==> src/rtl/barrier_pkg.sv <==
// Shared types for the barrier SRAM controller: command op codes, controller
// states and the default map dimensions.
package barrier_pkg;

  typedef enum logic [1:0] {
    OP_PROBE = 2'b00,
    OP_WRITE = 2'b01,
    OP_FILL  = 2'b10,
    OP_RSVD  = 2'b11
  } op_e;

  typedef enum logic [2:0] {
    IDLE,
    RD,
    CAP,
    WR,
    FILL
  } state_e;

  localparam int DEF_MAP_W = 256;
  localparam int DEF_MAP_H = 256;

endpackage

==> src/rtl/barrier_addr.sv <==
// Combinational (x,y) -> linear SRAM address with out-of-bounds flag.
// Also used by the renderer's coordinate path.
module barrier_addr
  import barrier_pkg::*;
#(
  parameter int ADDR_WIDTH = 16,
  parameter int X_WIDTH    = 8,
  parameter int Y_WIDTH    = 8,
  parameter int MAP_W      = DEF_MAP_W,
  parameter int MAP_H      = DEF_MAP_H
) (
  input  logic [X_WIDTH-1:0]    x_i,
  input  logic [Y_WIDTH-1:0]    y_i,
  output logic [ADDR_WIDTH-1:0] addr_o,
  output logic                  oob_o
);

  // The address is only meaningful when oob_o is low.
  always_comb begin
    addr_o = ADDR_WIDTH'(y_i) * ADDR_WIDTH'(MAP_W) + ADDR_WIDTH'(x_i);
    oob_o  = (32'(x_i) >= 32'(MAP_W)) || (32'(y_i) >= 32'(MAP_H));
  end

endmodule

==> src/rtl/barrier_ctrl.sv <==
// Command-driven sequencer for the single-port barrier SRAM: probes, single
// writes and whole-map fills, with bounds checking and collision responses.
module barrier_ctrl
  import barrier_pkg::*;
#(
  parameter int                    DATA_WIDTH = 8,
  parameter int                    ADDR_WIDTH = 16,
  parameter int                    X_WIDTH    = 8,
  parameter int                    Y_WIDTH    = 8,
  parameter int                    MAP_W      = DEF_MAP_W,
  parameter int                    MAP_H      = DEF_MAP_H,
  parameter logic [DATA_WIDTH-1:0] BG_VAL     = '0
) (
  input  logic                  clk,
  input  logic                  reset_n,
  input  logic                  cmd_valid,
  output logic                  cmd_ready,
  input  logic [1:0]            cmd_op,
  input  logic [X_WIDTH-1:0]    cmd_x,
  input  logic [Y_WIDTH-1:0]    cmd_y,
  input  logic [DATA_WIDTH-1:0] cmd_data,
  output logic                  rsp_valid,
  output logic                  rsp_hit,
  output logic [DATA_WIDTH-1:0] rsp_data,
  output logic                  busy,
  output logic                  sram_en,
  output logic                  sram_we,
  output logic [ADDR_WIDTH-1:0] sram_addr,
  output logic [DATA_WIDTH-1:0] sram_wdata,
  input  logic [DATA_WIDTH-1:0] sram_rdata
);

  // One extra counter bit so a map filling the whole address space never wraps.
  localparam int               CNT_W = ADDR_WIDTH + 1;
  localparam logic [CNT_W-1:0] LAST  = CNT_W'(MAP_W * MAP_H - 1);

  state_e                  state_q, state_d;
  logic [CNT_W-1:0]        cnt_q, cnt_d;
  logic                    oob_q, oob_d;
  logic                    busy_q, busy_d;
  logic                    en_q, en_d;
  logic                    we_q, we_d;
  logic [ADDR_WIDTH-1:0]   addr_q, addr_d;
  logic [DATA_WIDTH-1:0]   wdata_q, wdata_d;
  logic                    rsp_valid_q, rsp_valid_d;
  logic                    rsp_hit_q, rsp_hit_d;
  logic [DATA_WIDTH-1:0]   rsp_data_q, rsp_data_d;

  logic [ADDR_WIDTH-1:0]   cmd_addr;
  logic                    cmd_oob;
  logic                    accept;

  barrier_addr #(
    .ADDR_WIDTH(ADDR_WIDTH),
    .X_WIDTH   (X_WIDTH),
    .Y_WIDTH   (Y_WIDTH),
    .MAP_W     (MAP_W),
    .MAP_H     (MAP_H)
  ) u_addr (
    .x_i   (cmd_x),
    .y_i   (cmd_y),
    .addr_o(cmd_addr),
    .oob_o (cmd_oob)
  );

  assign cmd_ready = (state_q == IDLE);
  assign accept    = cmd_valid && cmd_ready;

  // NOTE: sequential state uses non-blocking assignments so every register
  // samples the pre-edge values of the others.
  always_ff @(posedge clk or negedge reset_n) begin
    if (!reset_n) begin
      state_q     <= IDLE;
      cnt_q       <= '0;
      oob_q       <= 1'b0;
      busy_q      <= 1'b0;
      en_q        <= 1'b0;
      we_q        <= 1'b0;
      addr_q      <= '0;
      wdata_q     <= '0;
      rsp_valid_q <= 1'b0;
      rsp_hit_q   <= 1'b0;
      rsp_data_q  <= '0;
    end else begin
      state_q     <= state_d;
      cnt_q       <= cnt_d;
      oob_q       <= oob_d;
      busy_q      <= busy_d;
      en_q        <= en_d;
      we_q        <= we_d;
      addr_q      <= addr_d;
      wdata_q     <= wdata_d;
      rsp_valid_q <= rsp_valid_d;
      rsp_hit_q   <= rsp_hit_d;
      rsp_data_q  <= rsp_data_d;
    end
  end

  always_comb begin
    state_d = state_q;
    unique case (state_q)
      IDLE: begin
        if (accept) begin
          unique case (op_e'(cmd_op))
            OP_PROBE: state_d = RD;
            OP_FILL:  state_d = FILL;
            OP_WRITE: state_d = WR;
            OP_RSVD:  state_d = WR;
          endcase
        end
      end
      RD:      state_d = CAP;
      CAP:     state_d = IDLE;
      WR:      state_d = IDLE;
      FILL:    if (cnt_q == LAST) state_d = IDLE;
      default: state_d = IDLE;
    endcase
  end

  // NOTE: every signal gets a default before the case so no path leaves it
  // unassigned, which would otherwise infer a latch.
  always_comb begin
    cnt_d       = cnt_q;
    oob_d       = oob_q;
    en_d        = en_q;
    we_d        = we_q;
    addr_d      = addr_q;
    wdata_d     = wdata_q;
    rsp_valid_d = 1'b0;
    rsp_hit_d   = 1'b0;
    rsp_data_d  = '0;
    busy_d      = (state_d != IDLE);

    unique case (state_q)
      IDLE: begin
        if (accept) begin
          oob_d   = cmd_oob;
          addr_d  = cmd_addr;
          wdata_d = cmd_data;
          en_d    = 1'b0;
          we_d    = 1'b0;
          unique case (op_e'(cmd_op))
            OP_PROBE: en_d = !cmd_oob;
            OP_WRITE: begin
              en_d = !cmd_oob;
              we_d = !cmd_oob;
            end
            OP_FILL: begin
              cnt_d  = '0;
              addr_d = '0;
              oob_d  = 1'b0;
              en_d   = 1'b1;
              we_d   = 1'b1;
            end
            OP_RSVD: oob_d = 1'b0;
          endcase
        end
      end
      RD: en_d = 1'b0;
      CAP: begin
        // Out-of-range probes never touched the SRAM, so rdata is stale here.
        rsp_valid_d = 1'b1;
        rsp_hit_d   = oob_q || (sram_rdata != BG_VAL);
        rsp_data_d  = oob_q ? '0 : sram_rdata;
      end
      WR: begin
        en_d        = 1'b0;
        we_d        = 1'b0;
        rsp_valid_d = 1'b1;
        rsp_hit_d   = oob_q;
      end
      FILL: begin
        if (cnt_q == LAST) begin
          en_d        = 1'b0;
          we_d        = 1'b0;
          rsp_valid_d = 1'b1;
        end else begin
          cnt_d  = cnt_q + 1'b1;
          addr_d = ADDR_WIDTH'(cnt_q + 1'b1);
        end
      end
      default: ;
    endcase
  end

  assign rsp_valid  = rsp_valid_q;
  assign rsp_hit    = rsp_hit_q;
  assign rsp_data   = rsp_data_q;
  assign busy       = busy_q;
  assign sram_en    = en_q;
  assign sram_we    = we_q;
  assign sram_addr  = addr_q;
  assign sram_wdata = wdata_q;

endmodule

==> config.mk <==
export PLATFORM = sky130hd
export DESIGN_NAME = barrier_ctrl
export DESIGN_NICKNAME = d
export VERILOG_FILES = /design/src/rtl/barrier_pkg.sv /design/src/rtl/barrier_addr.sv /design/src/rtl/barrier_ctrl.sv
export SDC_FILE = /design/constraint.sdc
export NUM_CORES = 1
export LEC_CHECK = 0
export CAP_MARGIN = 20
export CORE_MARGIN = 2
export CORE_UTILIZATION = 30
export CTS_CLUSTER_DIAMETER = 30
export CTS_CLUSTER_SIZE = 30
export DETAILED_ROUTE_END_ITERATION = 6
export PLACE_DENSITY = 0.63
export REMOVE_ABC_BUFFERS = 1
export SYNTH_ARGS = -nofsm -noshare
export SYNTH_HDL_FRONTEND = slang
export SYNTH_HIERARCHICAL = 1
export SYNTH_SLANG_ARGS = --single-unit
==> constraint.sdc <==
create_clock -name clk -period 7.2 [get_ports clk]
set_input_delay 1.44 -clock clk [delete_from_list [all_inputs] [get_ports clk]]
set_output_delay 1.44 -clock clk [all_outputs]
set_load 0.01 [all_outputs]
Yosys cells after proc, flatten, opt, wreduce, memory -nomap -nowiden
Index checks and enable logic that the tools add are counted.
- flip-flop bits (word level): 57
- latch bits: 0
- memory bits (writable): 0
- memory bits (read-only): 0
- bits of input ports: 37
- output and inout port bits: 38
- word-level logic and storage cells: 65
- memories: 0
- $add $sub $neg: 2
- multipliers: 0
- div/mod/pow operators: 0
- magnitude comparators: 0
- equality and inequality tests: 12
- shift operators: 0
- muxes and demuxes: 23
- bitwise gates (word level): 0
- reductions and logical operators: 18
- operator list (kind ; count):
    17-bit two-way mux ; 3
    16-bit two-way mux ; 3
    17-bit case mux with 2 select lines ; 1
    16-bit case mux with 2 select lines ; 1
    3-bit case mux with 3 select lines ; 2
    17-bit by 1-bit adder with 17-bit output (second input constant) ; 1
    17-bit by 16-bit equality test with 1-bit output (second input constant) ; 1
    16-bit by 8-bit adder with 16-bit output ; 1
    3-bit AND reduction ; 3
    3-bit nonzero test ; 3
    8-bit two-way mux ; 1
    8-bit nonzero test ; 1
    2-bit OR reduction ; 4
    1-bit two-way mux ; 7
    3-bit by 2-bit equality test with 1-bit output (second input constant) ; 2
    3-bit two-way mux ; 2
    1-bit case mux with 3 select lines ; 2
    2-bit equality test (second input constant) ; 2
    2-bit by 1-bit != test with 1-bit output (second input constant) ; 2
    2-bit != test (second input constant) ; 2
    4-bit AND reduction ; 1
    3-bit by 1-bit equality test with 1-bit output (second input constant) ; 1
    3-bit equality test (second input constant) ; 1
    3-bit logical NOT ; 1
    7 further kinds ; 7

Longest topological paths before layout
Gate-level depths: netlist (run 1).
- word-level depth: 6
- gate-level depth with buffers: 12
- gate-level depth less buffers: 9

By module
The synthesis (run 1) kept the hierarchy.
- modules (own cells, without submodules) (module ; instances ; cells an instance ; area each (um^2) ; seq. area each (um^2)):
    barrier_ctrl ; 1 ; 296 ; 2865.2 ; 1451.4
    barrier_addr ; 1 ; 18 ; 131.4 ; 0.0

Worst setup path after synthesis (run 1)
No wires, ideal clock.
- kind: input to register
- from: input port cmd_op[0]
- to: register cnt_q[7]
- setup time: 0.110 ns
- arrival time: 2.524 ns
- required time: 7.090 ns
- setup slack: 4.566 ns
- stages: 6
- path buffers: 1
- cells stage by stage: inv_1 -> ha_1 -> o221ai_1 -> clkbuf_1 -> o21ai_0 -> o41ai_1
- cells in the longest elaborated chain, start to end: 3
- ends and longest elaborated chain (element ; RTL line ; text):
    start, declared ; barrier_ctrl.sv:18 ; input logic [1:0] cmd_op,
    2-bit equality test ; barrier_ctrl.sv:142 ; unique case (op_e'(cmd_op))
    2-bit by 1-bit != test with 1-bit output (no source line) ; -- ;
    4-bit AND reduction (no source line) ; -- ;
    end signal, assigned ; barrier_ctrl.sv:86 ; cnt_q <= cnt_d;
    end, declared ; barrier_ctrl.sv:38 ; logic [CNT_W-1:0] cnt_q, cnt_d;
Every way passes these cells.
A chain may end at the register's enable or synchronous reset.

Final worst setup path (run 1)
- from: register state_q[2]
- to: output port cmd_ready
- cells in the longest elaborated chain, start to end: 1
- ends and longest elaborated chain (element ; RTL line ; text):
    start, declared ; barrier_ctrl.sv:37 ; state_e state_q, state_d;
    start signal, assigned ; barrier_ctrl.sv:85 ; state_q <= state_d;
    3-bit logical NOT ; barrier_ctrl.sv:66 ; assign cmd_ready = (state_q == IDLE);
    end, declared ; barrier_ctrl.sv:17 ; output logic cmd_ready,
Every way passes these cells.

==> metrics.md, run 1 <==
| Metric | Value |
|---|---|
| Post-Synth Adder-Cell Area | `2.505%` |
| Crit Path Class | `flip-flop to output pin` |
| Worst R2R End | `busy$_DFF_PN0_` |
| Worst Tran Pin Value | `0.7239 ns` |
| Hold buffers post-CTS | `0` |
| CP max stage cell | `clkdlybuf4s50_1` |
| Post-DP HPWL | `5.009 mm` |
| Final #Nets | `413` |
| Fin cells | `507` |
| Status | `finished clean` |
| Critical Path, Cell by Cell | `nor3_1 > clkdlybuf4s50_1` |
| Synth warnings | `6` |
| 1st-pass router iterations | `5` |
| Simple-gate share of the synthesized area | `18.79%` |
| R2R Setup Slk | `4.06 ns` |
| EDFF count, synth | `0` |
| Slew margin rel. | `51.74%` |
| CP Buf/Inv Count | `1` |
| Total congestion overflow | `0` |
| Via count | `2,464` |
| Data arrival time of the worst path | `1.72 ns` |
| DR iter-0 viols | `143` |
| Clock sinks | `58` |
| FP Rows | `36` |
| Die height | `103.9 um` |
| IO Port Bufs | `74` |
| Top_reg_cell synth | `dfrtp_1` |
| Antenna Nets Post-Route | `0` |
| Count leader, synth | `dfrtp_1` |
| Startpoint types | `flip-flop` |
| Max-cap check violation count | `0` |
| Clock tree buffer depth | `2` |
| Clock root cell | `clkbuf_8` |
| Top cells by count, synth | `dfrtp_1, nand2_1, nor2_1` |
| Area of the core | `9729 um2` |
| Hold EP | `sram_addr[4]$_DFFE_PN0P_` |
| Layout cells sized above 1 | `9.358%` |
| Synthesized area per cell | `9.543 um2` |
| Reg2reg start | `cnt_q[0]$_DFFE_PN0P_` |
| Min-Delay Path Class | `flip-flop to flip-flop` |
| Total Wirelength | `7.303 mm` |
| Worst vdd ir | `0.08931 mV` |
| I/O pin cnt | `75` |
| RSZ-0062 raised after global routing | `no` |
| Vias per cell | `4.860` |
| Main combinational cell family by area after synthesis | `simple AND/OR/NAND/NOR gates` |
| Starting Density | `30.80%` |
| Largest fanout on the critical path | `12` |
| Complex-gate fraction of the synthesized area | `15.57%` |
| Cell count after synthesis | `314` |
| Initial antenna violation count | `0` |
| CTS tree | `yes` |
| P per Cell Area | `272.5 nW/um2` |
| Xor/xnor share of the synthesized area | `1.754%` |
| Final Cell Area | `3908 um2` |
| Synth-to-Final Area Change | `30.40%` |
| DRC Markers | `0` |
| Clk pin slew, worst setup/hold paths | `0.07 ns` |
| Placed insts | `491` |
| Tcrit/Tclk final | `43.88%` |
| Mux contribution to synthesized area | `5.052%` |
| CP Capture Type | `output pin` |
| FMAX | `0.3165 GHz` |
| Critical Path RT | `5.76 ns` |
| CTS buffer count | `9` |
| Unique masters post-synth | `46` |
| Final Critical Period | `3.159 ns` |
| Worst clock skew | `0.008707 ns` |
| LEAKAGE | `1.611 nW` |
| Post-synthesis sequential area ratio | `48.43%` |
| Final setup fails | `0` |
| Final Core Density | `40.16%` |
| Yosys reg bits | `58` |
| Yosys top cell area share | `48.43%` |
| Hold path cells | `2` |
| GPL Wtd Cong | `0.7589` |
| Ys async rst share | `100.0%` |
| H-tree level count | `3` |
| Sum Neg Setup Slack | `0 ns` |
| Final hold viol count | `0` |
| First-pass GRT wire length | `12.64 mm` |
| Crit-path leading delay family | `buffers and inverters` |
| Post-CTS Setup Repair Bufs | `0` |
| Wirelength per Cell | `14.40 um` |
| Most area-consuming cells after synthesis | `dfrtp_1, buf_4, o21ai_0, a21oi_1, nand2_1` |
| Clock Latency Late Sink | `0.34 ns` |
| Mapped Area | `2997 um2` |
| Slowest cell delay on critical path | `0.60 ns` |
| Worst hold start | `sram_addr[4]$_DFFE_PN0P_` |
| Largest net degree at the start of global routing | `59` |
| Vias in the first global route | `2,425` |
| Placed standard-cell area | `3726 um2` |
| Antenna diodes | `0` |
| Fill cells | `977` |
| Die footprint | `10,800 um2` |
| Max Transition Viols Final | `0` |
| # resized after CTS | `0` |
| Reg2Reg Depth | `9` |
| Gr usage total | `14.69%` |
| Area leader, netlist | `dfrtp_1` |
| Die Wd | `103.9 um` |
[worst reg2reg max path, stage by stage, from the launching register on]
cell and delay [ns]:
dfrtp_1 0.46, ha_1 0.26, nand3_2 0.21, or3_1 0.51, nor3_1 0.25, ha_1 0.21, nor2b_1 0.08, o21a_1 0.45
o21a_1 0.23, or3_1 0.35
[power breakdown]
part / internal (mW) / switching [mW]
sequential: 0.403 / 0.0487
clock: 0.140 / 0.123
combinational: 0.200 / 0.151
[state kept, by name (all words and copies together) (netlist names)]
register and flops:
rsp_data 8, sram_we 1, cnt_q 17, busy 1, sram_en 1, sram_addr 16
state_q 3, oob_q 1, rsp_valid 1, rsp_hit 1, sram_wdata 8
[logic make-up (layout without fill, tap and decap cells)]
group / count (synthesis) / count (layout)
AND/OR/NAND/NOR: 110 / 110
AO/OA/AOI/OAI: 77 / 77
flip-flops: 58 / 58
buffers and inverters: 42 / 102
multiplexers: 14 / 14
adder cells (fa/ha/maj): 6 / 6
XOR/XNOR: 6 / 6
other: 1 / 1
[layout make-up]
type | count | area (um2) | area share (%)
inverter | 8 | 30.03 | 0.7685
clock inverter | 3 | 15.01 | 0.3842
timing repair buffer | 79 | 777.0 | 19.88
tap | 133 | 166.4 | 4.259
clock buffer | 12 | 155.1 | 3.971
multi-input combinational | 214 | 1313 | 33.59
sequential | 58 | 1451 | 37.14
[worst max path at each step]
stage,from,cells past startpoint,endpoint,slack [ns]
final,state_q[2]$_DFF_PN0_,2,cmd_ready,4.04
after global routing,cnt_q[0]$_DFFE_PN0P_,9,busy$_DFF_PN0_,3.84
after CTS,cmd_op[0],6,sram_addr[9]$_DFFE_PN0P_,3.93
after detailed placement,cmd_op[0],6,sram_addr[9]$_DFFE_PN0P_,3.57
after global placement,cmd_op[0],6,sram_addr[9]$_DFFE_PN0P_,3.61
after floorplan,cmd_op[0],5,cnt_q[7]$_DFFE_PN0P_,4.18
[metal layers]
layer  wire, um  global-route usage (%)  part of all wire (%)
met1       3204                   18.18                    44
met3        394                   5.263                   5.4
met2       3628                   23.64                    50
met5          0                       0                     0
met4         76                   5.309                   1.0
[metrics by stage]
step / total power [mW] / hold WS, ns / worst slack, ns
after floorplan: 0.5961 / 0.4485 / 4.182
after global routing: 1.134 / 0.5288 / 3.841
final: 1.065 / 0.4903 / 4.041
after CTS: 1.079 / 0.4929 / 3.932
after global placement: 0.8038 / 0.4595 / 3.606
after detailed placement: 0.8116 / 0.4793 / 3.570
[placed cells by master, fill, tap and decap left out, types with 7 or more instances in the layout]
cell type,count
clkdlybuf4s50_1,73
dfrtp_1,58
nand2_1,28
nor2_1,26
o21ai_0,24
a21oi_1,22
and2_1,13
clkbuf_8,11
mux2_2,9
inv_1,8
a31oi_1,8
nor4_1,7
(Power assumes the default switching activity.)
==> inputs of run 2 (changes only) <==
Settings changed: PLACE_DENSITY 0.63 to 0.65.
Clock period 7.2 ns to 2.86 ns, I/O delays scaled along.
==> run 2 against run 1 <==
Clock skew rose by 0.0020 ns; first-iteration DRC count fell by 9.8%; final area rose by 1.0%; largest cell class unchanged; critical path type is now flip-flop to flip-flop; sequential share of layout area fell by 0.38 points; flip-flop and latch count did not move; sequential power rose to 2.5 times the previous value; global-route usage fell by 0.67 points; via count rose by 1.4%; clock power rose to 2.6 times the previous value.
==> metrics.md, run 2 (same netlist as run 1, synthesis figures left out) <==
| Metric | Value |
|---|---|
| 1st-pass router iterations | `4` |
| FP Rows | `36` |
| Status | `finished clean` |
| Initial antenna violation count | `0` |
| FMAX | `0.3853 GHz` |
| Post-DP HPWL | `5.102 mm` |
| Wirelength per Cell | `14.11 um` |
| Multi-input gate area | `1313 um2` |
| Fill cells | `991` |
| Antenna diodes | `0` |
| Data arrival time of the worst path | `2.87 ns` |
| Worst Tran Pin Value | `0.7130 ns` |
| Critical Path RT | `3.13 ns` |
| Final Core Density | `40.57%` |
| Hold buffers post-CTS | `0` |
| Commonest non-fill, non-tap cell in the layout | `clkdlybuf4s50_1` |
| Final #Nets | `416` |
| Final hold viol count | `0` |
| Tcrit/Tclk final | `90.75%` |
| Worst vdd ir | `0.2148 mV` |
| Via count | `2,498` |
| Vias in the first global route | `2,494` |
| Crit Path Class | `flip-flop to flip-flop` |
| Die footprint | `10,800 um2` |
| IO Port Bufs | `74` |
| Final setup fails | `0` |
| Number of flip-flops in the largest register | `17` |
| First-pass GRT wire length | `12.19 mm` |
| Die height | `103.9 um` |
| Synth-to-Final Area Change | `31.73%` |
| Clock Latency Late Sink | `0.34 ns` |
| Total congestion overflow | `0` |
| Final Critical Period | `2.595 ns` |
| H-tree level count | `3` |
| Die Wd | `103.9 um` |
| Clk pin slew, worst setup/hold paths | `0.08 ns` |
| CTS buffer count | `9` |
| Hold slack | `0.2763 ns` |
| P per Cell Area | `686.2 nW/um2` |
| Gr usage total | `14.02%` |
| Worst clock skew | `0.01067 ns` |
| CP Capture Type | `flip-flop` |
| Most frequent cells in the layout | `clkdlybuf4s50_1, dfrtp_1, nand2_1` |
| Largest fanout on the critical path | `26` |
| Clock tree buffer depth | `2` |
| Area of the core | `9729 um2` |
| Max-cap check violation count | `0` |
| GPL Wtd Cong | `0.8189` |
| RSZ-0062 raised after global routing | `no` |
| Biggest register | `cnt_q` |
| Dpl ws | `0.3114 ns` |
| Slew margin rel. | `52.47%` |
| Clock sinks | `58` |
| LEAKAGE | `1.620 nW` |
| Max Transition Viols Final | `0` |
| Sum Neg Setup Slack | `0 ns` |
| CTS tree | `yes` |
| DRC Markers | `0` |
| Min-Delay Path Class | `input pin to async pin` |
| Layout cells sized above 1 | `10.58%` |
| Post-CTS Setup Repair Bufs | `0` |
| Clock root cell | `clkbuf_8` |
| I/O pin cnt | `75` |
| Antenna Nets Post-Route | `0` |
| Final worst slack | `0.2646 ns` |
| Vias per cell | `4.888` |
| Starting Density | `30.80%` |
| Startpoint types | `flip-flop` |
| DR iter-0 viols | `129` |
| # resized after CTS | `0` |
| Largest net degree at the start of global routing | `32` |
| Total Wirelength | `7.208 mm` |
| Register Area | `1451 um2` |
-- run 2: changes by cell type in the layout (fill, tap and decap cells not counted) --
cell,previous run,this run
buf_6,1,0
clkinvlp_4,0,3
clkbuf_1,1,0
clkbuf_8,11,10
buf_4,4,7
buf_12,0,1
inv_6,0,1
clkinv_2,3,2
-- run 2: critical path, stage by stage (launching register included) --
cell	delay, ns
dfrtp_1	0.45
ha_1	0.25
nand3_2	0.09
or3_1	0.46
nor3_1	0.23
ha_1	0.19
nor2b_1	0.07
o221ai_1	0.19
buf_4	0.30
o21bai_1	0.15
a21o_1	0.13
-- run 2: stage by stage --
| step | instances | cell area [um2] | total power, mW |
|---|---|---|---|
| 6_report | 511 | 3948 | 2.709 |
| 4_1_cts | 511 | 3948 | 2.752 |
| 5_1_grt | 511 | 3948 | 2.883 |
| 2_1_floorplan | 280 | 2794 | 1.501 |
| 3_3_place_gp | 495 | 3769 | 2.035 |
| 3_5_place_dp | 495 | 3769 | 2.053 |
-- run 2: worst paths after layout --
kind	from	to	slack, ns	depth (start not counted)
worst min-delay path	reset_n	sram_wdata[5]$_DFFE_PN0P_	0.28	1
min in group clk	sram_addr[4]$_DFFE_PN0P_	sram_addr[4]$_DFFE_PN0P_	0.48	2
worst max register to register	cnt_q[0]$_DFFE_PN0P_	cnt_q[12]$_DFFE_PN0P_	0.26	10
max in group asynchronous	reset_n	cnt_q[12]$_DFFE_PN0P_	1.97	2
worst min register to register	sram_addr[4]$_DFFE_PN0P_	sram_addr[4]$_DFFE_PN0P_	0.48	2
worst max-delay path	cnt_q[0]$_DFFE_PN0P_	cnt_q[12]$_DFFE_PN0P_	0.26	10
-- run 2: report_power, final --
part / internal, mW / total (mW) / switching (mW)
logic: 0.507 / 0.887 / 0.379
clock network: 0.337 / 0.687 / 0.350
registers: 1.01 / 1.13 / 0.122
total: 1.86 / 2.71 / 0.852
-- run 2: area by class of cell --
| cell class | instances | area share [%] |
|---|---|---|
| clock buffer | 10 | 3.487 |
| sequential | 58 | 36.77 |
| clock inverter | 6 | 1.046 |
| inverter | 8 | 0.7607 |
| multi-input combinational | 214 | 33.25 |
| tap | 133 | 4.216 |
| timing repair buffer | 82 | 20.48 |
-- run 2: layer usage --
metal | part of all wire (%) | vias up | wire [um] | track usage (%)
li1 | - | 1207 | - | -
met1 | 45 | 1207 | 3224 | 17.80
met2 | 47 | 70 | 3353 | 22.27
met3 | 6.5 | 14 | 471 | 3.634
met4 | 2.2 | 0 | 158 | 6.660
met5 | 0 | - | 0 | 0
